### config.mk
export PLATFORM = sky130hd
export DESIGN_NAME = execute_to_store_queue
export DESIGN_NICKNAME = d
export VERILOG_FILES = /design/src/rtl/execute_to_store_queue_pkg.sv /design/src/rtl/e2s_queue_mem.sv /design/src/rtl/execute_to_store_queue.sv
export SDC_FILE = /design/constraint.sdc
export NUM_CORES = 1
export LEC_CHECK = 0
export ABC_AREA = 1
export BUFFER_PORTS_ARGS = -buffer_cell sky130_fd_sc_hd__buf_4
export CORE_MARGIN = 2
export CORE_UTILIZATION = 61
export DETAILED_ROUTE_END_ITERATION = 16
export PLACE_DENSITY = 0.84
export SYNTH_ARGS = -nofsm -noshare
export SYNTH_HDL_FRONTEND = slang
export SYNTH_SLANG_ARGS = --single-unit
### constraint.sdc
create_clock -name clk -period 11.3 [get_ports clk]
set_input_delay 2.26 -clock clk [delete_from_list [all_inputs] [get_ports clk]]
set_output_delay 2.26 -clock clk [all_outputs]
set_load 0.005 [all_outputs]
### src/rtl/execute_to_store_queue_pkg.sv
// ---------------------------------------------------------------------------
// execute_to_store_queue_pkg
// Shared CPU pipeline types used by the execute -> store hand-off, plus the
// default depth of the execute-to-store queue.
// Contents:
//   E2S_DEFAULT_DEPTH   default number of queue entries
//   memory_address_t    program counter / memory address
//   execution_mask_t    per-lane execution mask
//   RegisterID          destination register index
//   VectorValue         result payload
//   StorageStageOpcode  what the store stage does with the packet
//   ExecStageValue      result value plus destination register
//   ExecStagePacket     complete packet from execute to store
// ---------------------------------------------------------------------------
package execute_to_store_queue_pkg;

   localparam int E2S_DEFAULT_DEPTH = 4;

   typedef logic [31:0] memory_address_t;
   typedef logic [15:0] execution_mask_t;
   typedef logic [4:0]  RegisterID;
   typedef logic [31:0] VectorValue;

   typedef enum logic [1:0] {
      STORE_OP_NONE = 2'd0,
      STORE_OP_REG  = 2'd1,
      STORE_OP_MEM  = 2'd2,
      STORE_OP_PC   = 2'd3
   } StorageStageOpcode;

   typedef struct packed {
      VectorValue data;
      RegisterID  dest;
   } ExecStageValue;

   typedef struct packed {
      memory_address_t   PC;
      execution_mask_t   exec_mask;
      StorageStageOpcode opcode;
      logic              is_store_to_pc;
      ExecStageValue     value;
   } ExecStagePacket;

endpackage

### src/rtl/e2s_queue_mem.sv
// ---------------------------------------------------------------------------
// e2s_queue_mem
// DEPTH x ExecStagePacket register array, one synchronous write port and one
// asynchronous read port. Contents are deliberately not reset: occupancy is
// tracked by the pointers in the parent, so stale entries are never visible.
// Ports:
//   clk    clock
//   we     write enable
//   waddr  write address
//   wdata  write data
//   raddr  read address
//   rdata  read data (combinational from raddr)
// ---------------------------------------------------------------------------
module e2s_queue_mem
   import execute_to_store_queue_pkg::*;
#(
   parameter int DEPTH = E2S_DEFAULT_DEPTH,
   localparam int AW   = $clog2(DEPTH)
) (
   input  logic           clk,
   input  logic           we,
   input  logic [AW-1:0]  waddr,
   input  ExecStagePacket wdata,
   input  logic [AW-1:0]  raddr,
   output ExecStagePacket rdata
);

   ExecStagePacket mem_r [DEPTH];

   // Write port: capture one packet per cycle when enabled.
   always_ff @(posedge clk) begin
      if (we) begin
         mem_r[waddr] <= wdata;
      end
   end

   assign rdata = mem_r[raddr];

endmodule

### src/rtl/execute_to_store_queue.sv
// ---------------------------------------------------------------------------
// execute_to_store_queue
// Valid/ready circular queue of ExecStagePacket from execute to store, with
// flush-on-redirect, occupancy reporting and a sticky protocol-error flag.
// Optional feature macro: E2S_BYPASS_EN -- when defined, an empty queue
// forwards in_data straight to out_data in the same cycle if the consumer is
// ready (adds an in->out combinational path).
// Ports:
//   clk, reset              clock, asynchronous active-high reset
//   in_valid/in_ready/in_data     producer side (execute)
//   out_valid/out_ready/out_data  consumer side (store)
//   flush                   discard all queued packets (PC redirect)
//   count                   current occupancy
//   almost_full             count >= ALMOST_FULL_LEVEL
//   busy                    count != 0
//   protocol_err            sticky: push attempted while not ready
// ---------------------------------------------------------------------------
module execute_to_store_queue
   import execute_to_store_queue_pkg::*;
#(
   parameter int DEPTH             = E2S_DEFAULT_DEPTH,
   parameter int ALMOST_FULL_LEVEL = DEPTH - 1
) (
   input  logic                     clk,
   input  logic                     reset,
   input  logic                     in_valid,
   output logic                     in_ready,
   input  ExecStagePacket           in_data,
   output logic                     out_valid,
   input  logic                     out_ready,
   output ExecStagePacket           out_data,
   input  logic                     flush,
   output logic [$clog2(DEPTH):0]   count,
   output logic                     almost_full,
   output logic                     busy,
   output logic                     protocol_err
);

   localparam int AW = $clog2(DEPTH);
   localparam int PW = AW + 1;
   localparam logic [PW-1:0] PTR_ZERO  = PW'(0);
   localparam logic [PW-1:0] PTR_ONE   = PW'(1);
   localparam logic [PW-1:0] DEPTH_CNT = PW'(DEPTH);
   localparam logic [PW-1:0] AF_CNT    = PW'(ALMOST_FULL_LEVEL);

   // Pointers carry one extra MSB so full (MSBs differ) and empty (equal)
   // are distinguishable; they wrap naturally modulo 2*DEPTH.
   logic [PW-1:0]  wr_ptr_r;
   logic [PW-1:0]  rd_ptr_r;
   logic [PW-1:0]  count_s;
   logic           full_s;
   logic           empty_s;
   logic           push_s;
   logic           pop_s;
   logic           bypass_s;
   logic           protocol_err_r;
   ExecStagePacket mem_rdata_s;

   assign count_s = wr_ptr_r - rd_ptr_r;
   assign empty_s = (wr_ptr_r == rd_ptr_r);
   assign full_s  = (count_s == DEPTH_CNT);

   // Bypass qualification: only an empty, unflushed queue with both sides
   // ready forwards directly.
   always_comb begin
      bypass_s = 1'b0;
`ifdef E2S_BYPASS_EN
      if (empty_s && !flush && in_valid && out_ready) begin
         bypass_s = 1'b1;
      end else begin
         bypass_s = 1'b0;
      end
`endif
   end

   // Handshake outputs and the internal push/pop strobes. in_ready never
   // looks at out_ready, so a full queue refuses a push even during a pop.
   always_comb begin
      in_ready  = !full_s && !flush && !reset;
      out_valid = (!empty_s && !flush) || bypass_s;
      if (bypass_s) begin
         out_data = in_data;
      end else begin
         out_data = mem_rdata_s;
      end
      // A bypassed packet is neither written nor popped from storage.
      push_s = in_valid && in_ready && !bypass_s;
      pop_s  = out_valid && out_ready && !bypass_s;
   end

   // Pointer update; flush outranks push and pop.
   always_ff @(posedge clk or posedge reset) begin
      if (reset) begin
         wr_ptr_r <= PTR_ZERO;
         rd_ptr_r <= PTR_ZERO;
      end else if (flush) begin
         wr_ptr_r <= PTR_ZERO;
         rd_ptr_r <= PTR_ZERO;
      end else begin
         if (push_s) begin
            wr_ptr_r <= wr_ptr_r + PTR_ONE;
         end
         if (pop_s) begin
            rd_ptr_r <= rd_ptr_r + PTR_ONE;
         end
      end
   end

   // Sticky protocol error: a push offered while refused (a flush-dropped
   // packet is not an error). Only reset clears it.
   always_ff @(posedge clk or posedge reset) begin
      if (reset) begin
         protocol_err_r <= 1'b0;
      end else if (in_valid && !in_ready && !flush) begin
         protocol_err_r <= 1'b1;
      end
   end

   assign count        = count_s;
   assign busy         = !empty_s;
   assign almost_full  = (count_s >= AF_CNT);
   assign protocol_err = protocol_err_r;

   e2s_queue_mem #(
      .DEPTH (DEPTH)
   ) u_mem (
      .clk   (clk),
      .we    (push_s),
      .waddr (wr_ptr_r[AW-1:0]),
      .wdata (in_data),
      .raddr (rd_ptr_r[AW-1:0]),
      .rdata (mem_rdata_s)
   );

endmodule

# --- Word-level counts from Yosys, hierarchy flattened ---
# Memories as Yosys holds them, arrays and structs flattened.
# Cells that the tools add are included.
totals:
  ff_bits: 7
  wordCells: 30
  output_inout_bits: 96
  mem_count: 1
  mem_bits_rw: 352
  input_bits: 93
mem_list:
  columns: ["name", "words", "width", "read_ports", "rd_clocked_by_memory_dff", "wr", "line", "rtl"]
  rows:
  - ["u_mem.mem_r", 4, 88, 1, 0, 1, "e2s_queue_mem.sv:28", "ExecStagePacket mem_r [DEPTH];"]
classes:
  reduce_logical: 14
  n_lt_le_gt_ge: 1
  mux: 6
  n_eq_ne: 2
  n_addsub: 3
ops:
  columns: ["operator", "count"]
  rows:
  - ["$mux 3", 4]
  - ["$logic_and 1x1->1", 7]
  - ["$add 3x1->3 const B", 2]
  - ["$logic_not 1->1", 5]
  - ["$reduce_bool 2->1", 2]
  - ["$eq 3x3->1", 1]
  - ["$eq 3x3->1 const B", 1]
  - ["$ge 3x2->1 const B", 1]
  - ["$sub 3x3->3", 1]
  - ["$mux 1", 2]

# --- Longest topological paths before layout ---
# Gate-level depths: netlist of the first run.
logic_depth:
  depth_word: 8
  mapped_depth: 10
  depth_no_buf: 10

# --- Modules after synthesis ---
# Synthesis of the first run repeated with hierarchy kept, for this count alone.
unflattened:
  hier_cells: 1451
  hier_area_um2: 15408.5
by_module_without_submodules:
  columns: ["module", "seq_area_each_um2", "cells_per_inst", "area_each_um2", "instances"]
  rows:
  - ["e2s_queue_mem", 10570.1, 1387, 14885.5, 1]
  - ["execute_to_store_queue", 175.2, 64, 523.0, 1]

# --- Worst setup path before layout of the first run ---
# OpenSTA, ideal clock, no wires.
synth_timing:
  path_kind: "input-to-reg"
  startpoint: "input flush"
  endpoint: "memory u_mem.mem_r[0][0] in the netlist's numbering (enable)"
  slack_ns: 4.510
  required_time_ns: 10.764
  stages: 3
  setup_ns: 0.536
  arrival_time_ns: 6.255
  n_path_buf: 0
  path_cell_list: "nor2_1 nand3_2 nor2_1"
synth_via:
  elab_chain_len: 6
synth_rtl:
  columns: ["element", "line", "rtl"]
  rows:
  - ["start: declaration", "execute_to_store_queue.sv:32", "input logic flush,"]
  - ["$logic_not 1->1", "execute_to_store_queue.sv:79", "in_ready = !full_s && !flush && !reset;"]
  - ["$logic_and 1x1->1 (2 in a row)", "execute_to_store_queue.sv:79", null]
  - ["$logic_and 1x1->1", "execute_to_store_queue.sv:87", "push_s = in_valid && in_ready && !bypass_s;"]
  - ["$mux 1", "e2s_queue_mem.sv:32", "if (we) begin"]
  - ["$mux 1 (not written as such)", "e2s_queue_mem.sv:33", "mem_r[waddr] <= wdata;"]
  - ["end: declaration", "e2s_queue_mem.sv:28", null]
# Every way passes these cells.

==> metrics.txt, run 1 <==
largest net degree at the start of global routing=108; Seq cells post-synth=359; CP required=9040 ps; simple-gate share of the synthesized area=0.0607; vias in the first global route=8284; max cap viols=0; final count of hold timing violations=0; Ant. Diodes=0; # hold bufs at CTS=0; first-pass GRT wire length=approximately 43 mm; Tcrit/Tclk final=0.514; Reg clk slew, reported paths=60 ps; WL/cell=a little under 20 um; Net Count, Synth=1027; adder-cell share of the synthesized area=0.00791; HPWL after DPL=15.8 mm; Slew Limit Fails=0; post-synthesis cell type count=24; most frequent cells in the layout=edfxtp_1 (352), buf_4 (200), nor2_1 (178), o21ai_0 (133), o22ai_1 (88); min Tclk post-route=5810 ps; layout cells sized above 1=0.228; nets@finish=1207; Critical Path AT=roughly 3600 ps; grt ovf=0; H-tree depth=2; gpl congestion=roughly 0.73; Core Region=0.0218 sq mm; Starting Density=0.623; Antenna Violating Nets Remaining=0; RSZ-0062 raised after global routing=false; Slew @ Worst Pin=1050 ps; Synth area leader=edfxtp_1; post-synthesis xor/xnor area fraction=0.00129; register area share after synthesis=0.790; Iteration-0 DRC Markers=645; post-route cell area=0.0162 sq mm; startpoint class of the critical path=flop; Die Ht=153 um; mean post-synth cell area=14.7 sq um; top-area cell type share of the netlist area=0.777; power density cells=198 mW/mm^2; Mapped Area=roughly 0.014 sq mm; vias per std cell=between 5 and 6; Pleak=5.72 nW; Post-CTS Setup Bufs=0; post_cts resized=0; Setup CP Type=flop to primary output; crit path capture type=primary output; Die ar.=approximately 0.023 sq mm; CTS Buffer Depth=3; post-synthesis mux area share=0; GRT Overall Usage=0.234; Area after DPL=0.0151 sq mm; via count=8240; final setup vio count=0; # IOs=189; Synth area leaders=edfxtp_1 (78%), nor2_1 (5.0%), o21ai_0 (4.9%), o22ai_1 (4.0%), o21ai_1 (1.7%); area grow syn2layout=19.1%; root buf cell=clkbuf_16; setup TNS=0 ps; Post-Route WL=between 20 and 30 mm; Initial DRT Pass Iterations=5; Hold Crit Class=flop to flop; FMAX=approximately 170 MHz; row cnt=54; area fraction in compound gates after synthesis=0.107; Rel. slew slack=0.299; Syn Inst Count=between 900 and 1000; commonest non-fill, non-tap cell in the layout=edfxtp_1; Num CTS Buffers=36; # DRC=0; Fillers=1294; Final Skew=19.0 ps; Port Buf Inserts=188; VDD IR max=178 uV; Synth Warn #=0; CTS tree=done; clock insertion delay at the later pin of the skew report=520 ps; minimum hold slack=489 ps; initial antenna violation count=0; status=completed; largest family of logic cells by synthesized area=compound AO/OA/AOI/OAI gates; CP Max Fanout=100; Die X=153 um; clk sinks=around 360
[sequential cells by signal, indices dropped and copies added (netlist names)]
register      flops
u_mem.mem_r     352
wr_ptr_r          3
rd_ptr_r          3
protocol_err      1
[final timing paths]
kind	startpoint	end	slack (ps)	depth (start not counted)
min in group asynchronous	reset	wr_ptr_r[0]$_DFFE_PP0P_	1720	2
max reg2reg	rd_ptr_r[0]$_DFFE_PP0P_	u_mem.mem_r[1][77]$_DFFE_PP_	7400	9
min	protocol_err$_DFFE_PP0P_	protocol_err$_DFFE_PP0P_	490	1
min reg2reg	protocol_err$_DFFE_PP0P_	protocol_err$_DFFE_PP0P_	490	1
max in group asynchronous	reset	rd_ptr_r[0]$_DFFE_PP0P_	9300	2
max	rd_ptr_r[0]$_DFFE_PP0P_	out_data[22]	5490	5
[worst max-delay path: stages, from the launching register on]
cell,delay (ps)
dfrtp_4,750
inv_4,700
buf_4,870
o21ai_0,240
o22ai_1,230
buf_4,150
[Yosys cell counts (all sizes together)]
cell type    n
buf         25
dfrtp        7
nand3       14
nor2       182
nand2       16
inv         15
o22ai       88
nand3b       1
a31oi        1
o21ai      179
clkbuf      33
xor2         2
ha           7
o21bai       1
edfxtp     352
clkinv       2
fa           1
[per-stage QoR]
stage | util | setup slack, ps | total power [mW] | instances
after CTS | 0.742 | 5490 | 3.23 | 1410
final | 0.742 | 5490 | 3.21 | 1410
after global placement | 0.692 | 6150 | 2.12 | 1348
after floorplan | - | 4510 | 1.87 | 926
after detailed placement | 0.692 | 6020 | 2.14 | 1348
after global routing | 0.742 | 5230 | 3.33 | 1410
[area by class of cell]
type                    instances  area, sq um  area share
clock buffers                  45          935      0.0577
flip-flops and latches        359        10800       0.664
inverters                      17         66.3     0.00409
clock inverters                17          151     0.00935
repair buffers                200         1500      0.0927
multi-input cells             492         2440       0.151
well taps                     280          350      0.0216
[routing by layer]
metal,share of wire,global-route usage,vias to the layer above,wire length (um)
met2,0.49,0.377,395,13800
met1,0.38,0.303,3959,10600
met5,0,0,-,0
li1,-,-,3841,-
met3,0.10,0.0726,45,2850
met4,0.025,0.0895,0,707
[power breakdown]
| group | total [mW] | internal, mW | switching, mW |
|---|---|---|---|
| Sequential | 1.53 | 1.50 | 0.0304 |
| Combinational | 0.588 | 0.254 | 0.334 |
| Clock | 1.10 | 0.635 | 0.461 |
[kinds of logic (layout without fill, tap and decap cells)]
family | count (synthesis) | after routing
compound gates | 269 | 269
xor+xnor | 2 | 2
fa+ha+maj | 8 | 8
simple gates | 213 | 213
buf+inv | 75 | 279
flops | 359 | 359
(Power assumes the default switching activity.)
==> inputs of run 2 (changes only) <==
Settings changed: ABC_AREA 1 to 0, CORE_UTILIZATION 61 to 51, PLACE_DENSITY 0.84 to 0.75.
Clock period 11.3 ns to 5.26 ns, I/O delays scaled along.
==> run 2 against run 1 <==
- hold slack worse by 16 ps
- combinational power up 68%
- clock skew up 7.7 ps
- register-to-register slack worse by 5600 ps
- clock power up 120%
- via count down 27%
- setup slack worse by 4000 ps
- sequential power up 110%
- global-route usage down 5.3 points
- synthesized cell count down 44%
- power up 110%
- wire length down 13%
- critical endpoint is now out_data[80]
- largest cell class unchanged
- largest power group unchanged
==> metrics.txt, run 2 <==
status=completed; # IOs=189; Die ar.=0.0272 sq mm; Synth area leaders=edfxtp_1 (80%), mux4_2 (15%), dfrtp_1 (1.3%), ha_1 (0.66%), buf_2 (0.34%); CP required=4210 ps; H-tree depth=2; Starting Density=0.522; largest net degree at the start of global routing=91; initial antenna violation count=1; CTS Buffer Depth=3; layout cells sized above 1=0.449; Syn Inst Count=520; post-synthesis mux area share=0.153; final setup vio count=0; Die X=165 um; CP startpoint=rd_ptr_r[1]$_DFFE_PP0P_; row cnt=just under 60; top sig layer=met4; count leader, synth=edfxtp_1; Critical Path AT=2710 ps; Final Skew=between 20 and 30 ps; Regs by FF count=u_mem.mem_r: 352 flops, rd_ptr_r: 3 flops, wr_ptr_r: 3 flops; WL/cell=approximately 22 um; register area share after synthesis=0.813; post-synthesis xor/xnor area fraction=0.00511; startpoint class of the critical path=flop; Setup CP Type=flop to primary output; final count of hold timing violations=0; largest register by flop count=u_mem.mem_r; Pleak=5.44 nW; RSZ-0062 raised after global routing=false; Slew @ Worst Pin=975 ps; vias per std cell=5.54; Power Total=6.64 mW; top_reg_cell synth=edfxtp_1; max cap viols=0; crit path capture type=primary output; FMAX=266 MHz; largest family of logic cells by synthesized area=multiplexers; most frequent cells in the layout=edfxtp_1 (352), buf_4 (193), mux4_2 (88), clkbuf_16 (38), clkbuf_1 (11); Synth Warn #=0; Post-CTS Setup Bufs=0; Reg clk slew, reported paths=60 ps; Hold Path Origin=protocol_err$_DFFE_PP0P_; max FFs per register=around 350; clock insertion delay at the later pin of the skew report=510 ps; area grow syn2layout=22.5%; grt ovf=0; via count=6029; vias in the first global route=6440; root buf cell=clkbuf_16; first-pass GRT wire length=about 37 mm; mean post-synth cell area=approximately 25 sq um; Antenna Violating Nets Remaining=0; leading cell types by count after synthesis=edfxtp_1 (352), mux4_2 (88), clkbuf_1 (11); adder-cell share of the synthesized area=0.00814; VDD IR max=305 uV; Net Count, Synth=about 620; nets@finish=835; Port Buf Inserts=188; Num CTS Buffers=38; post-synthesis cell type count=28; top-area cell type share of the netlist area=0.800; Async SR Flop Fraction=0.0195; Initial DRT Pass Iterations=6; Slew Limit Fails=0; Mapped Area=0.0132 sq mm; power density cells=410 mW/mm^2; GRT Overall Usage=0.181; final core occ=0.639; setup TNS=0 ps; WL met3=1.92 mm; CP Max Fanout=47; # hold bufs at CTS=0; # DRC=0; Iteration-0 DRC Markers=462; area fraction in compound gates after synthesis=0.00379; Rel. slew slack=0.349; post_cts resized=0; CTS tree=done; clk sinks=359; R2R Path Start=rd_ptr_r[1]$_DFFE_PP0P_; Synth area leader=edfxtp_1; Core Region=0.0253 sq mm; Seq cells post-synth=359; commonest non-fill, non-tap cell in the layout=edfxtp_1; Metal-1 WL=9.87 mm; Tcrit/Tclk final=0.715; gpl congestion=0.754; simple-gate share of the synthesized area=0.00748; Hold Crit Class=flop to flop; routed wl met2=12.1 mm; Post-synth EDFFs=352; HPWL after DPL=14.3 mm; Post-Route WL=between 20 and 25 mm; Die Ht=165 um; min Tclk post-route=3760 ps
==> run 2: cell count changes in the layout (fill, tap and decap cells not counted), moves of 4 or more <==
| cell | change |
|---|---|
| o21ai_0 | -130 |
| nand2_1 | -14 |
| mux4_2 | +88 |
| o22ai_1 | -88 |
| nor2_1 | -170 |
| nand3_1 | -12 |
| nor2_4 | -4 |
| o21ai_1 | -46 |
| buf_4 | -7 |
| inv_1 | -6 |
==> run 2: critical path, stage by stage, from the launching register on <==
cell     delay, ps
dfrtp_4        860
buf_4          680
mux4_2         460
buf_4          160
==> run 2: path summary, 6_finish.rpt <==
check / end / slack [ps] / cells after the start
max: out_data[80] / 1500 / 3
min reg2reg: protocol_err$_DFFE_PP0P_ / 470 / 1
max reg2reg: u_mem.mem_r[0][3]$_DFFE_PP_ / 1820 / 5
max in group asynchronous: rd_ptr_r[0]$_DFFE_PP0P_ / 4410 / 2
min in group asynchronous: rd_ptr_r[1]$_DFFE_PP0P_ / 560 / 2
min: protocol_err$_DFFE_PP0P_ / 470 / 1
==> run 2: final cells by class <==
class,count,area [sq um]
Antenna cell,1,2.50
Clock buffer,49,992
Clock inverter,15,128
Fill cell,1650,9130
Inverter,8,30.0
Multi-Input combinational cell,131,2370
Sequential cell,359,10800
Tap cell,330,413
Timing Repair Buffer,196,1510
==> run 2: power breakdown <==
part	switching [mW]	total [mW]	internal (mW)
Sequential	0.0295	3.24	3.21
Combinational	0.423	0.987	0.564
Clock	0.989	2.41	1.42
Total	1.44	6.64	5.20
==> run 2: cell families after synthesis <==
family,Yosys count
DFF,359
muxes,91
buffers and inverters,30
and+or+nand+nor,20
adders and majority gates,8
AOI/OAI and AO/OA,6
xor gates and xnor gates,6
==> run 2: routing by layer <==
| metal | track usage | vias up |
|---|---|---|
| li1 | - | 2639 |
| met1 | 0.245 | 3140 |
| met2 | 0.297 | 216 |
| met3 | 0.0497 | 34 |
| met4 | 0.0466 | 0 |
| met5 | 0 | - |
==> run 2: metrics by stage <==
step                      hold WS (ps)  setup slack [ps]  instance area (sq um)  cells
after CTS                          482              1430                  16200   1088
after floorplan                    459              1070                  13200    520
after global routing               513              1380                  16200   1088
final                              473              1500                  16200   1089
after global placement             455              1830                  15100   1024
after detailed placement           465              1730                  15100   1024
==> inputs of run 3 (changes only) <==
Settings changed: CORE_UTILIZATION 51 to 57, PLACE_DENSITY 0.75 to 0.79.
Clock period 5.26 ns to 3.8 ns, I/O delays scaled along.
==> run 3 against run 2 <==
- wire length up 2.2%
- non-clock buffer count increased by 3
- combinational power grew 42%
- count of clock-buffer cells in the layout down 9
- critical path depth did not move
- via count barely moved
- largest cell class unchanged
==> metrics.txt, run 3 (synthesis gave the netlist of run 2 again) <==
status=completed; Hold Crit Class=primary input to async pin; VDD IR max=482 uV; nets@finish=836; first-pass GRT wire length=37.3 mm; gpl congestion=0.759; # DRC=0; Post-CTS Setup Bufs=0; final count of hold timing violations=0; Regs by FF count=u_mem.mem_r: 352 flops, rd_ptr_r: 3 flops, wr_ptr_r: 3 flops; crit path capture type=primary output; clk sinks=359; Setup CP Type=flop to primary output; R2R Path Start=rd_ptr_r[1]$_DFFE_PP0P_; Fillers=approximately 1300; area grow syn2layout=23.8%; placed insts=982; FF-to-FF path depth=6; Register Area=around 0.011 sq mm; Rel. slew slack=0.484; clock insertion delay at the later pin of the skew report=500 ps; Die Ht=156 um; Slew Limit Fails=0; Core Region=~0.023 sq mm; Tcrit/Tclk final=0.828; GRT Overall Usage=0.207; reg2reg setup slack=1000 ps; FMAX=318 MHz; row cnt=55; RR Endpoint=u_mem.mem_r[1][36]$_DFFE_PP_; Antenna Violating Nets Remaining=0; Die X=156 um; Reg clk slew, reported paths=60 ps; max cap viols=0; H-tree depth=2; Critical Path AT=2390 ps; most frequent cells in the layout=edfxtp_1 (352), buf_4 (191), mux4_2 (88), clkbuf_16 (37); multi-input logic area=0.00238 sq mm; WL/cell=about 24 um; CTS Buffer Depth=3; largest net degree at the start of global routing=91; final core occ=0.720; minimum hold slack=256 ps; Port Buf Inserts=188; CP required=3040 ps; min Tclk post-route=3150 ps; final setup vio count=0; Power Total=9.57 mW; # IOs=189; Starting Density=0.582; via count=about 6000; vias per std cell=5.79; CTS tree=done; commonest non-fill, non-tap cell in the layout=edfxtp_1; HPWL after DPL=14.8 mm; root buf cell=clkbuf_16; Iteration-0 DRC Markers=around 390; post_cts resized=0; largest register by flop count=u_mem.mem_r; initial antenna violation count=1; max FFs per register=352; Initial DRT Pass Iterations=7; RSZ-0062 raised after global routing=false; Slew @ Worst Pin=774 ps; Final Skew=15.0 ps; Die ar.=0.0244 sq mm; Post-Route WL=~25 mm; layout cells sized above 1=0.469; power density cells=approximately 580 mW/mm^2; # hold bufs at CTS=0; grt ovf=0; Num CTS Buffers=36; setup TNS=0 ps; CP Max Fanout=90; Pleak=around 5.5 nW; startpoint class of the critical path=flop; final cell count without fillers=1041; vias in the first global route=6552
[run 3: cell count changes in the layout (fill, tap and decap cells not counted), sizes merged]
cell,change
bufinv,+6
clkbuf,-9
buf,+3
clkinv,-4
clkinvlp,+1
[run 3: worst max path at each step]
| stage | start | endpoint | slack [ps] | cells past startpoint |
|---|---|---|---|---|
| 2_1_floorplan | wr_ptr_r[0]$_DFFE_PP0P_ | u_mem.mem_r[0][0]$_DFFE_PP_ | -220 | 6 |
| 3_3_place_gp | rd_ptr_r[1]$_DFFE_PP0P_ | u_mem.mem_r[1][17]$_DFFE_PP_ | 1020 | 6 |
| 3_5_place_dp | rd_ptr_r[1]$_DFFE_PP0P_ | u_mem.mem_r[1][17]$_DFFE_PP_ | 960 | 6 |
| 4_1_cts | rd_ptr_r[0]$_DFFE_PP0P_ | out_data[56] | 620 | 3 |
| 5_1_grt | rd_ptr_r[0]$_DFFE_PP0P_ | out_data[56] | 500 | 3 |
| 6_report | rd_ptr_r[0]$_DFFE_PP0P_ | out_data[61] | 650 | 3 |
[run 3: where the power goes]
group / switching, mW / internal [mW] / leakage [nW]
logic: 0.606 / 0.796 / 1.66
registers: 0.0336 / 4.45 / 3.27
clock network: 1.37 / 2.31 / 0.604
[run 3: worst max-delay path, cell delays in order, from the launching register on]
cell and delay [ps]:
dfrtp_4 450, buf_12 510, mux4_2 640, buf_4 160
[run 3: layer usage]
| metal | up-vias | track usage | part of all wire |
|---|---|---|---|
| li1 | 2642 | - | - |
| met1 | 3127 | 0.254 | 0.37 |
| met2 | 220 | 0.357 | 0.52 |
| met3 | 37 | 0.0673 | 0.084 |
| met4 | 0 | 0.0572 | 0.024 |
| met5 | - | 0 | 0 |
[run 3: metrics by stage]
stage / setup slack, ps / area, sq um
global placement: 1020 / 15100
global route: 499 / 16400
CTS: 621 / 16400
floorplan: -216 / 13200
detailed placement: 963 / 15100
finish: 653 / 16400
[run 3: layout make-up]
type | count | share of cell area
Antenna cell | 1 | 0.000153
Clock buffer | 40 | 0.0573
Clock inverter | 18 | 0.0184
Inverter | 8 | 0.00184
Multi-Input combinational cell | 131 | 0.146
Sequential cell | 359 | 0.657
Tap cell | 285 | 0.0218
Timing Repair Buffer | 199 | 0.0974
